$ cat config.mk
export PLATFORM = sky130hd
export DESIGN_NAME = flit_deserializer
export DESIGN_NICKNAME = d
export VERILOG_FILES = /design/src/rtl/flit_deserializer_pkg.sv /design/src/rtl/flit_deserializer_checksum_accum.sv /design/src/rtl/flit_deserializer.sv
export SDC_FILE = /design/constraint.sdc
export NUM_CORES = 1
export LEC_CHECK = 0
export BUFFER_PORTS_ARGS = -buffer_cell sky130_fd_sc_hd__buf_2
export CORE_MARGIN = 2
export CORE_UTILIZATION = 58
export DETAILED_ROUTE_END_ITERATION = 8
export PLACE_DENSITY = 0.8
export SLEW_MARGIN = 20
export SYNTH_ARGS = -nofsm -noshare
export SYNTH_HDL_FRONTEND = slang
export SYNTH_SLANG_ARGS = --single-unit
$ cat constraint.sdc
create_clock -name clk -period 4.6 [get_ports clk]
set_clock_uncertainty 0.15 [all_clocks]
set_input_delay 0.69 -clock clk [delete_from_list [all_inputs] [get_ports clk]]
set_output_delay 0.69 -clock clk [all_outputs]
set_load 0.02 [all_outputs]
$ cat src/rtl/flit_deserializer_pkg.sv
// rtl/flit_deserializer_pkg.sv - shared flit types, error bits and deserializer states
package flit_deserializer_pkg;

  localparam int FLIT_WIDTH = 128;
  localparam int FLIT_BYTES = FLIT_WIDTH / 8;

  typedef logic [FLIT_WIDTH-1:0] flit_t;

  // Error bits are OR-combined into one sticky word, so they are plain
  // one-hot constants rather than enum members.
  typedef logic [31:0] signal_t;
  localparam signal_t NO_ERROR           = 32'h0000_0000;
  localparam signal_t RX_BUFFER_OVERFLOW = 32'h0000_0001;
  localparam signal_t CHECKSUM_ERROR     = 32'h0000_0004;
  localparam signal_t RX_TIMEOUT         = 32'h0000_0008;

  typedef enum logic {
    DS_IDLE = 1'b0,
    DS_RECV = 1'b1
  } deser_state_t;

endpackage

$ cat src/rtl/flit_deserializer_checksum_accum.sv
// rtl/flit_deserializer_checksum_accum.sv - 16-bit word checksum accumulator fed one byte at a time
//
// Ports:
//   clk, rst_n     clock, asynchronous active-low reset
//   clear_i        zero the accumulator and held high byte (wins over byte_valid_i)
//   byte_valid_i   byte_i is valid this cycle
//   odd_i          byte_i is the low (odd-index) byte of a 16-bit word
//   byte_i         incoming byte
//   sum_o          accumulator plus {held high byte, byte_i}; on an odd byte this is
//                  the running word sum including the word completed this cycle
module checksum_accum (
  input  logic        clk,
  input  logic        rst_n,
  input  logic        clear_i,
  input  logic        byte_valid_i,
  input  logic        odd_i,
  input  logic [7:0]  byte_i,
  output logic [15:0] sum_o
);

  logic [7:0]  hi_q, hi_d;
  logic [15:0] acc_q, acc_d;

  // Carries out of bit 15 are dropped: mod-2^16 sum.
  assign sum_o = acc_q + {hi_q, byte_i};

  always_comb begin
    hi_d  = hi_q;
    acc_d = acc_q;
    if (clear_i) begin
      hi_d  = 8'h00;
      acc_d = 16'h0000;
    end else if (byte_valid_i) begin
      if (odd_i) acc_d = sum_o;
      else       hi_d  = byte_i;
    end
  end

  always_ff @(posedge clk or negedge rst_n) begin
    if (!rst_n) begin
      hi_q  <= 8'h00;
      acc_q <= 16'h0000;
    end else begin
      hi_q  <= hi_d;
      acc_q <= acc_d;
    end
  end

endmodule

$ cat src/rtl/flit_deserializer.sv
// rtl/flit_deserializer.sv - assembles 16 UART bytes into a checksum-verified 128-bit flit
//
// Ports:
//   clk, rst_n     clock, asynchronous active-low reset
//   rx_byte        byte from the UART RX stage, qualified by rx_valid (no backpressure)
//   flit_out       last good flit, stable while flit_valid is high
//   flit_valid     flit_out holds a flit not yet taken by downstream
//   flit_ready     downstream takes flit_out this cycle
//   error_status   sticky error bits (checksum, overflow, timeout)
//   error_clear    clear error_status; an error raised in the same cycle survives
//   busy           a partial flit is being assembled
module flit_deserializer
  import flit_deserializer_pkg::*;
#(
  parameter int TIMEOUT_CYCLES = 20000
) (
  input  logic    clk,
  input  logic    rst_n,
  input  logic [7:0] rx_byte,
  input  logic    rx_valid,
  output flit_t   flit_out,
  output logic    flit_valid,
  input  logic    flit_ready,
  output signal_t error_status,
  input  logic    error_clear,
  output logic    busy
);

  localparam int IW = $clog2(FLIT_BYTES);
  localparam int TW = $clog2(TIMEOUT_CYCLES);

  deser_state_t   state_q, state_d;
  logic [IW-1:0]  idx_q, idx_d;
  logic [TW-1:0]  tmo_q, tmo_d;
  flit_t          asm_q, asm_d;
  flit_t          out_q, out_d;
  logic           valid_q, valid_d;
  signal_t        err_q, err_d;
  signal_t        new_err;

  logic           acc_clear;
  logic [15:0]    acc_sum;
  logic [6:0]     byte_base;
  flit_t          flit_full;

  checksum_accum u_accum (
    .clk          (clk),
    .rst_n        (rst_n),
    .clear_i      (acc_clear),
    .byte_valid_i (rx_valid),
    .odd_i        (idx_q[0]),
    .byte_i       (rx_byte),
    .sum_o        (acc_sum)
  );

  // Byte k lands at bit (15-k)*8; for a 4-bit index 15-k is simply ~k.
  assign byte_base = {~idx_q, 3'b000};
  // The last byte is still on rx_byte when the flit completes.
  assign flit_full = {asm_q[FLIT_WIDTH-1:8], rx_byte};

  always_comb begin
    state_d   = state_q;
    idx_d     = idx_q;
    tmo_d     = tmo_q;
    asm_d     = asm_q;
    out_d     = out_q;
    valid_d   = valid_q;
    new_err   = NO_ERROR;
    acc_clear = 1'b0;

    if (valid_q && flit_ready) valid_d = 1'b0;

    if (rx_valid) asm_d[byte_base +: 8] = rx_byte;

    case (state_q)
      DS_IDLE: begin
        tmo_d = '0;
        if (rx_valid) begin
          idx_d   = IW'(1);
          state_d = DS_RECV;
        end
      end
      DS_RECV: begin
        if (rx_valid) begin
          tmo_d = '0;
          if (idx_q == IW'(FLIT_BYTES - 1)) begin
            idx_d     = '0;
            state_d   = DS_IDLE;
            acc_clear = 1'b1;
            // Checksum failure masks overflow; a slot being drained this
            // cycle counts as free.
            if (acc_sum != 16'h0000) begin
              new_err = CHECKSUM_ERROR;
            end else if (valid_q && !flit_ready) begin
              new_err = RX_BUFFER_OVERFLOW;
            end else begin
              out_d   = flit_full;
              valid_d = 1'b1;
            end
          end else begin
            idx_d = idx_q + IW'(1);
          end
        end else if (tmo_q == TW'(TIMEOUT_CYCLES - 1)) begin
          tmo_d     = '0;
          idx_d     = '0;
          state_d   = DS_IDLE;
          acc_clear = 1'b1;
          new_err   = RX_TIMEOUT;
        end else begin
          tmo_d = tmo_q + TW'(1);
        end
      end
      default: state_d = DS_IDLE;
    endcase

    err_d = (error_clear ? NO_ERROR : err_q) | new_err;
  end

  always_ff @(posedge clk or negedge rst_n) begin
    if (!rst_n) begin
      state_q <= DS_IDLE;
      idx_q   <= '0;
      tmo_q   <= '0;
      asm_q   <= '0;
      out_q   <= '0;
      valid_q <= 1'b0;
      err_q   <= NO_ERROR;
    end else begin
      state_q <= state_d;
      idx_q   <= idx_d;
      tmo_q   <= tmo_d;
      asm_q   <= asm_d;
      out_q   <= out_d;
      valid_q <= valid_d;
      err_q   <= err_d;
    end
  end

  assign flit_out     = out_q;
  assign flit_valid   = valid_q;
  assign error_status = err_q;
  assign busy         = (state_q == DS_RECV);

endmodule

==> results of run 1 <==
-- critical path, delay by kind of cell (launching register included) --
| kind | cells | cell delay [ns] |
|---|---|---|
| adder cells (fa/ha/maj) | 2 | 0.66 |
| multiplexers | 2 | 0.72 |
| AO/OA/AOI/OAI | 4 | 0.90 |
| AND/OR/NAND/NOR | 2 | 0.76 |
| buffers and inverters | 1 | 0.30 |
| flip-flops | 1 | 0.38 |
-- final cells by class --
cell class	instances	area (um2)	area share
clock buffers	49	913.4	0.06129
repair buffers	160	923.4	0.06196
multi-input cells	671	5166	0.3467
clock inverters	6	91.34	0.006129
well taps	285	356.6	0.02393
flip-flops and latches	296	7407	0.4970
inverters	12	45.04	0.003022
-- path summary, 6_finish.rpt --
check                                                   from                   endpoint  slack, ns  depth (start not counted)
worst min-delay path                                   rst_n   flit_out[59]$_DFFE_PN0P_       0.09                          1
worst max-delay path            u_accum.acc_q[0]$_DFFE_PN0P_    flit_out[3]$_DFFE_PN0P_       0.59                         11
max in group asynchronous                              rst_n   flit_out[21]$_DFFE_PN0P_       3.26                          2
worst min register to register         asm_q[44]$_DFFE_PN0P_      asm_q[44]$_DFFE_PN0P_       0.33                          2
min in group clk                                 error_clear  error_status[0]$_DFF_PN0_       0.25                          2
worst max register to register  u_accum.acc_q[0]$_DFFE_PN0P_    flit_out[3]$_DFFE_PN0P_       0.59                         11
-- cells by family after synthesis --
group / Yosys count / synth area share
and+or+nand+nor: 253 / 0.08466
buffers and inverters: 96 / 0.05139
DFF: 296 / 0.5644
xor gates and xnor gates: 24 / 0.01602
muxes: 185 / 0.1876
AOI/OAI and AO/OA: 160 / 0.07599
adders and majority gates: 20 / 0.01964
other: 1 / 0.0002857
-- sequential cells by signal (all words and copies together) (netlist names) --
signal and cells:
asm_q 120, tmo_q 15, flit_out 128, u_accum.hi_q 8, idx_q 4, u_accum.acc_q 16, error_status 3, busy 1
flit_valid 1
-- synth_stat cells (3+ instances only) --
library cell,n,area (um2)
sky130_fd_sc_hd__a21o_1,8,60.06
sky130_fd_sc_hd__inv_1,12,45.04
sky130_fd_sc_hd__buf_6,3,33.78
sky130_fd_sc_hd__buf_2,3,15.01
sky130_fd_sc_hd__nand3_1,16,80.08
sky130_fd_sc_hd__or3_1,3,18.77
sky130_fd_sc_hd__and3_1,9,56.30
sky130_fd_sc_hd__nand2b_1,4,25.02
sky130_fd_sc_hd__nor2_1,39,146.4
sky130_fd_sc_hd__o21a_1,4,30.03
sky130_fd_sc_hd__nor3_1,4,20.02
sky130_fd_sc_hd__and2_1,7,43.79
sky130_fd_sc_hd__a21oi_1,33,165.2
sky130_fd_sc_hd__xor2_1,16,140.1
sky130_fd_sc_hd__buf_12,11,220.2
sky130_fd_sc_hd__ha_1,19,237.7
sky130_fd_sc_hd__clkbuf_1,36,135.1
sky130_fd_sc_hd__mux2_2,64,720.7
sky130_fd_sc_hd__nor2b_1,5,31.28
sky130_fd_sc_hd__o22ai_1,3,18.77
sky130_fd_sc_hd__nand2_1,151,566.8
sky130_fd_sc_hd__mux2_1,20,225.2
sky130_fd_sc_hd__buf_4,29,217.7
sky130_fd_sc_hd__dfrtp_1,296,7407
sky130_fd_sc_hd__mux2_4,101,1516
sky130_fd_sc_hd__a211oi_1,4,30.03
sky130_fd_sc_hd__nor4_1,5,31.28
sky130_fd_sc_hd__xnor2_1,8,70.07
sky130_fd_sc_hd__o21ai_0,76,380.4
-- power by group --
part           internal [mW]  switching (mW)  leakage [nW]
sequential              3.12           0.334          4.00
combinational          0.739            1.03          3.07
clock                   1.46           0.973         0.484
-- per-layer routing --
layer / vias up / GRT usage
met5: - / 0
li1: 3799 / -
met4: 0 / 0.07231
met1: 4220 / 0.3384
met2: 222 / 0.4037
met3: 50 / 0.03306
-- metrics by stage --
step	hold WS [ns]	worst slack [ns]
2_1_floorplan	0.2444	0.7162
3_3_place_gp	0.3123	0.2609
3_5_place_dp	0.3208	0.1880
4_1_cts	0.1367	0.6227
5_1_grt	0.1836	0.4083
6_report	0.08523	0.5884
==> impl_metrics.sql, run 1 <==
INSERT INTO impl_metrics (metric_group, metric, value, unit) VALUES
('clock_tree', 'clk-insertion-delay-late', '0.54', 'ns'),
('setup_path', 'critPathMaxFanout', '40', ''),
('clock_tree', 'post-cts-setup-buffer-count', '0', ''),
('logic_synthesis', 'ys_ff_latch', '296', ''),
('logic_synthesis', 'synth-main-ff-cell', 'sky130_fd_sc_hd__dfrtp_1', ''),
('grt', 'grt_first_pass_wirelength', '46.14', 'mm'),
('setup_path', 'timing.critical_path.arrival', '4.28', 'ns'),
('routing', 'route.antenna.remaining_nets', '0', ''),
('routing', 'wl_met2', '13.93', 'mm'),
('layout', 'finish.cell_count_without_fillers', '1479', ''),
('setup_path', 'slowest_stage', 'sky130_fd_sc_hd__fa_1', ''),
('sta', 'setup_tns', '0', 'ns'),
('pwr', 'static-leakage-power', '7.555', 'nW'),
('sta', 'hold_viol_final', '0', ''),
('clock_tree', 'clock-root-buffer', 'sky130_fd_sc_hd__clkbuf_16', ''),
('placed_design', 'finalWeightedCongestion', '0.8748', ''),
('die', 'die-area', '23850', 'um2'),
('setup_path', 'crit_path_launch_type', 'flip-flop', ''),
('die', 'chipHeight', '154.4', 'um'),
('clock_tree', 'tritoncts', 'yes', ''),
('sta', 'final.min_clock_period', '4.012', 'ns'),
('grt', 'grt-ovfl-total', '0', ''),
('setup_path', 'critical_path_start_end_classification', 'reg2reg', ''),
('logic_synthesis', 'syn_area', '13120', 'um2'),
('placed_design', 'placement.io_buffers', '145', ''),
('pwr', 'pwr_density_cell', '514.4', 'nW/um2'),
('grt', 'grt_util_all_layers', '0.2431', ''),
('layout', 'final_layout_size_suffix_gt1_frac', '0.3191', ''),
('clock_tree', 'post_cts_resized', '0', ''),
('grt', 'first_global_vias', '8426', ''),
('routing', 'drt-met1-wl', '12.65', 'mm'),
('layout', 'commonest_cells_after_routing_fill_and_taps_aside', 'sky130_fd_sc_hd__dfrtp_1, sky130_fd_sc_hd__nand2_1, sky130_fd_sc_hd__buf_2', ''),
('layout', 'post-route-cell-area', '14900', 'um2'),
('logic_synthesis', 'syn-mean-instance-area', '12.68', 'um2'),
('setup_path', 'path_cells', 'ha_1 -> fa_1 -> a21o_1 -> a22oi_1 -> mux2_4 -> a2111oi_4 -> o2111ai_1 -> nor4_2 -> and3_4 -> buf_12 -> mux2_2', ''),
('routing', 'routed-wl-met3', '1.234', 'mm'),
('routing', 'avgRoutedWirePerCell', '19.30', 'um'),
('sta', 'max_freq', '0.2493', 'GHz'),
('clock_tree', 'numCtsBuffers', '30', ''),
('outcome', 'outcome', 'finished clean', ''),
('pwr', 'vdd_drop_max', '0.3052', 'mV'),
('logic_synthesis', 'yosysUniqueCellTypes', '65', ''),
('routing', 'drt-vias-per-instance', '5.606', ''),
('grt', 'grt_max_degree', '125', ''),
('worst_hold_path', 'timing.hold.worst.class', 'in2async', ''),
('clock_tree', 'clk_path_buf_depth', '3', ''),
('layout', 'antenna_cells', '0', ''),
('placed_design', 'hpwl', '18.69', 'mm'),
('routing', 'detail_route.drc_violations', '0', ''),
('logic_synthesis', 'synth_cells', '1035', ''),
('clock_tree', 'h-tree-depth', '1', ''),
('setup_path', 'setup.worst_path.end_class', 'flip-flop', ''),
('layout', 'post-route-util', '0.6643', ''),
('clock_tree', 'tritoncts_num_sinks', '296', ''),
('sta', 'final_min_period_over_clock_period', '0.8721', ''),
('grt', 'grt_antenna_before_repair', '0', ''),
('logic_synthesis', 'synth_enable_flop_cells', '0', ''),
('clock_tree', 'holdBufCountCts', '0', ''),
('setup_path', 'timing.critical_path.required', '4.87', 'ns'),
('layout', 'areaGrowthSynthToFinish', '13.56', '%'),
('routing', 'totalWireLength', '28.54', 'mm'),
('logic_synthesis', 'ys_seq_area_frac', '0.5644', ''),
('routing', 'firstDrtPassIters', '5', ''),
('logic_synthesis', 'fraction_of_registers_with_async_set_or_reset_after_synthesis', '1.000', ''),
('logic_synthesis', 'yosysWarnings', '0', ''),
('flow_run', 'drv.max_cap_violation_count', '0', ''),
('pwr', 'finalPower', '7.667', 'mW'),
('die', 'ios', '175', ''),
('sta', 'slew_headroom', '0.3025', ''),
('sta', 'report.final.slew_viol_count', '0', ''),
('routing', 'topRoutingLayerUsed', 'met4', '');
Note: power is estimated with default switching activity, not from simulation.
==> run 2, diff against run 1 <==
Settings changed: CORE_MARGIN 2 to 3.
==> run 2 against run 1 <==
  * The run now ends with negative hold slack left
  * Clock power shrank 4%
  * Sequential power barely moved
  * Sequential share of layout area is 0.14 points higher
  * Largest cell class unchanged
  * Worst hold slack worse by 0.12 ns
  * Final area is 0.29% lower
  * Routed wire length is 0.13% lower
  * Clock-buffer cell count is 4 lower
  * Largest power group unchanged
  * Critical endpoint is now flit_out[0]$_DFFE_PN0P_
  * Register-to-register slack gained 0.06 ns
  * Total power decreased by 1.1%
  * Setup slack improved by 0.058 ns
  * Die area is 2.6% higher
  * First-iteration DRC count decreased by 0.74%
==> impl_metrics.sql, run 2 (same netlist as run 1, synthesis figures left out) <==
INSERT INTO impl_metrics (metric_group, metric, value, unit) VALUES
('outcome', 'outcome', 'complete, but fails checks', ''),
('outcome', 'failing_checks', 'negative hold slack', ''),
('sta', 'grt_setup_unrepaired', 'false', ''),
('routing', 'dr_total_vias', '8384', ''),
('sta', 'max_freq', '0.2529', 'GHz'),
('setup_path', 'setup.worst_path.end_class', 'flip-flop', ''),
('grt', 'grt-ovfl-total', '0', ''),
('clock_tree', 'tritoncts_num_sinks', '296', ''),
('sta', 'report.final.setup_viol', '0', ''),
('layout', 'antenna_cells', '0', ''),
('die', 'core-area', '22030', 'um2'),
('setup_path', 'timing.critical_path.required', '4.88', 'ns'),
('setup_path', 'path_buf_inv', '2', ''),
('layout', 'commonest_cells_after_routing_fill_and_taps_aside', 'sky130_fd_sc_hd__dfrtp_1, sky130_fd_sc_hd__nand2_1, sky130_fd_sc_hd__buf_2', ''),
('routing', 'avgRoutedWirePerCell', '19.39', 'um'),
('setup_path', 'critPathMaxFanout', '31', ''),
('layout', 'post-route-util', '0.6747', ''),
('placed_design', 'place_ws', '0.1351', 'ns'),
('placed_design', 'placement.io_buffers', '145', ''),
('sta', 'slew_headroom', '0.3285', ''),
('clock_tree', 'h-tree-depth', '1', ''),
('worst_hold_path', 'timing.hold.worst.class', 'in2async', ''),
('grt', 'first_global_vias', '8470', ''),
('sta', 'setup_tns', '0', 'ns'),
('grt', 'grt_max_degree', '106', ''),
('routing', 'totalWireLength', '28.51', 'mm'),
('die', 'die-area', '24470', 'um2'),
('clock_tree', 'holdBufCountCts', '0', ''),
('die', 'chipHeight', '156.4', 'um'),
('sta', 'worst_slew_pin_slew', '0.9990', 'ns'),
('clock_tree', 'clk_path_buf_depth', '3', ''),
('placed_design', 'place.detailed.instances', '1417', ''),
('sta', 'report.final.slew_viol_count', '0', ''),
('setup_path', 'critical_path_start_end_classification', 'reg2reg', ''),
('die', 'ios', '175', ''),
('clock_tree', 'clk-insertion-delay-late', '0.56', 'ns'),
('setup_path', 'cpMostUsedCell', 'sky130_fd_sc_hd__buf_12', ''),
('routing', 'drt-vias-per-instance', '5.703', ''),
('pwr', 'finalPower', '7.585', 'mW'),
('sta', 'holdWs', '-0.03730', 'ns'),
('setup_path', 'slowest_stage', 'sky130_fd_sc_hd__fa_1', ''),
('layout', 'mostFrequentLayoutCell', 'sky130_fd_sc_hd__dfrtp_1', ''),
('placed_design', 'hpwl', '18.96', 'mm'),
('clock_tree', 'tritoncts', 'yes', ''),
('sta', 'pnr_worst_setup_slack', '0.6465', 'ns'),
('layout', 'post-route-cell-area', '14860', 'um2'),
('clock_tree', 'clock-root-buffer', 'sky130_fd_sc_hd__clkbuf_16', ''),
('pwr', 'static-leakage-power', '7.544', 'nW'),
('setup_path', 'path_cells', 'ha_1 -> fa_1 -> a21o_1 -> a22oi_1 -> mux2_4 -> a2111oi_4 -> o2111ai_1 -> nor4_2 -> and3_4 -> buf_12 -> buf_12 -> mux2_2', ''),
('grt', 'grt_antenna_before_repair', '0', ''),
('routing', 'route.antenna.remaining_nets', '0', ''),
('die', 'rows', '54', ''),
('clock_tree', 'clkTransAtPathRegs', '0.06', 'ns'),
('sta', 'final.min_clock_period', '3.953', 'ns'),
('routing', 'firstDrtPassIters', '5', ''),
('pwr', 'pwr_density_cell', '510.4', 'nW/um2'),
('die', 'dieWidth', '156.4', 'um'),
('layout', 'largest_register_ff_count', '128', ''),
('layout', 'finish.cell_count_without_fillers', '1470', ''),
('setup_path', 'crit_path_launch_type', 'flip-flop', ''),
('placed_design', 'finalWeightedCongestion', '0.8524', ''),
('die', 'start_util', '0.5958', ''),
('setup_path', 'worst_path_dominant_cell_family', 'compound AO/OA/AOI/OAI gates', ''),
('sta', 'hold_viol_final', '12', ''),
('clock_tree', 'post_cts_resized', '0', ''),
('grt', 'grt_util_all_layers', '0.2333', ''),
('flow_run', 'drv.max_cap_violation_count', '0', ''),
('layout', 'final_layout_size_suffix_gt1_frac', '0.3193', ''),
('setup_path', 'critical_path.max_stage_delay', '0.42', 'ns'),
('clock_tree', 'post-cts-setup-buffer-count', '0', ''),
('clock_tree', 'numCtsBuffers', '30', ''),
('sta', 'final_min_period_over_clock_period', '0.8595', ''),
('layout', 'final_net_count', '1202', ''),
('layout', 'areaGrowthSynthToFinish', '13.23', '%'),
('routing', 'detail_route.drc_violations', '0', ''),
('placed_design', 'post_dp_cell_area', '13890', 'um2'),
('pwr', 'vdd_drop_max', '0.3758', 'mV'),
('setup_path', 'timing.critical_path.arrival', '4.23', 'ns'),
('routing', 'drt_first_iter_violations', '538', ''),
('grt', 'grt_first_pass_wirelength', '45.56', 'mm');
==> run 2: report_power, final <==
part | switching, mW | internal [mW]
registers | 0.349 | 3.12
logic | 1.03 | 0.735
clock network | 0.975 | 1.37
==> run 2: worst paths after layout <==
path | start | endpoint | slack, ns | cells after the start
worst max-delay path | u_accum.acc_q[0]$_DFFE_PN0P_ | flit_out[0]$_DFFE_PN0P_ | 0.65 | 12
worst min-delay path | rst_n | flit_out[64]$_DFFE_PN0P_ | -0.04 | 1
worst max register to register | u_accum.acc_q[0]$_DFFE_PN0P_ | flit_out[0]$_DFFE_PN0P_ | 0.65 | 12
worst min register to register | asm_q[13]$_DFFE_PN0P_ | asm_q[13]$_DFFE_PN0P_ | 0.33 | 2
max in group asynchronous | rst_n | tmo_q[1]$_DFF_PN0_ | 3.31 | 2
min in group clk | error_clear | error_status[2]$_DFF_PN0_ | 0.25 | 2
==> run 2: per-layer routing <==
layer	GRT usage	up-vias	share of wire
met5	0	-	0
met1	0.3218	4244	0.43
met4	0.07045	0	0.029
met3	0.03927	63	0.062
li1	-	3789	-
met2	0.3843	288	0.48
==> run 2: layout make-up <==
type	instances	area [um2]
Sequential cell	296	7407
Fill cell	1571	7166
Multi-Input combinational cell	671	5157
Timing Repair Buffer	158	933.4
Clock buffer	45	877.1
Tap cell	280	350.3
Clock inverter	8	90.09
Inverter	12	45.04
==> run 2: worst register-to-register path: stages, from the launching register on <==
cell	delay (ns)
sky130_fd_sc_hd__dfrtp_1	0.39
sky130_fd_sc_hd__ha_1	0.22
sky130_fd_sc_hd__fa_1	0.42
sky130_fd_sc_hd__a21o_1	0.21
sky130_fd_sc_hd__a22oi_1	0.19
sky130_fd_sc_hd__mux2_4	0.34
sky130_fd_sc_hd__a2111oi_4	0.28
sky130_fd_sc_hd__o2111ai_1	0.19
sky130_fd_sc_hd__nor4_2	0.38
sky130_fd_sc_hd__and3_4	0.29
sky130_fd_sc_hd__buf_12	0.15
sky130_fd_sc_hd__buf_12	0.23
sky130_fd_sc_hd__mux2_2	0.38
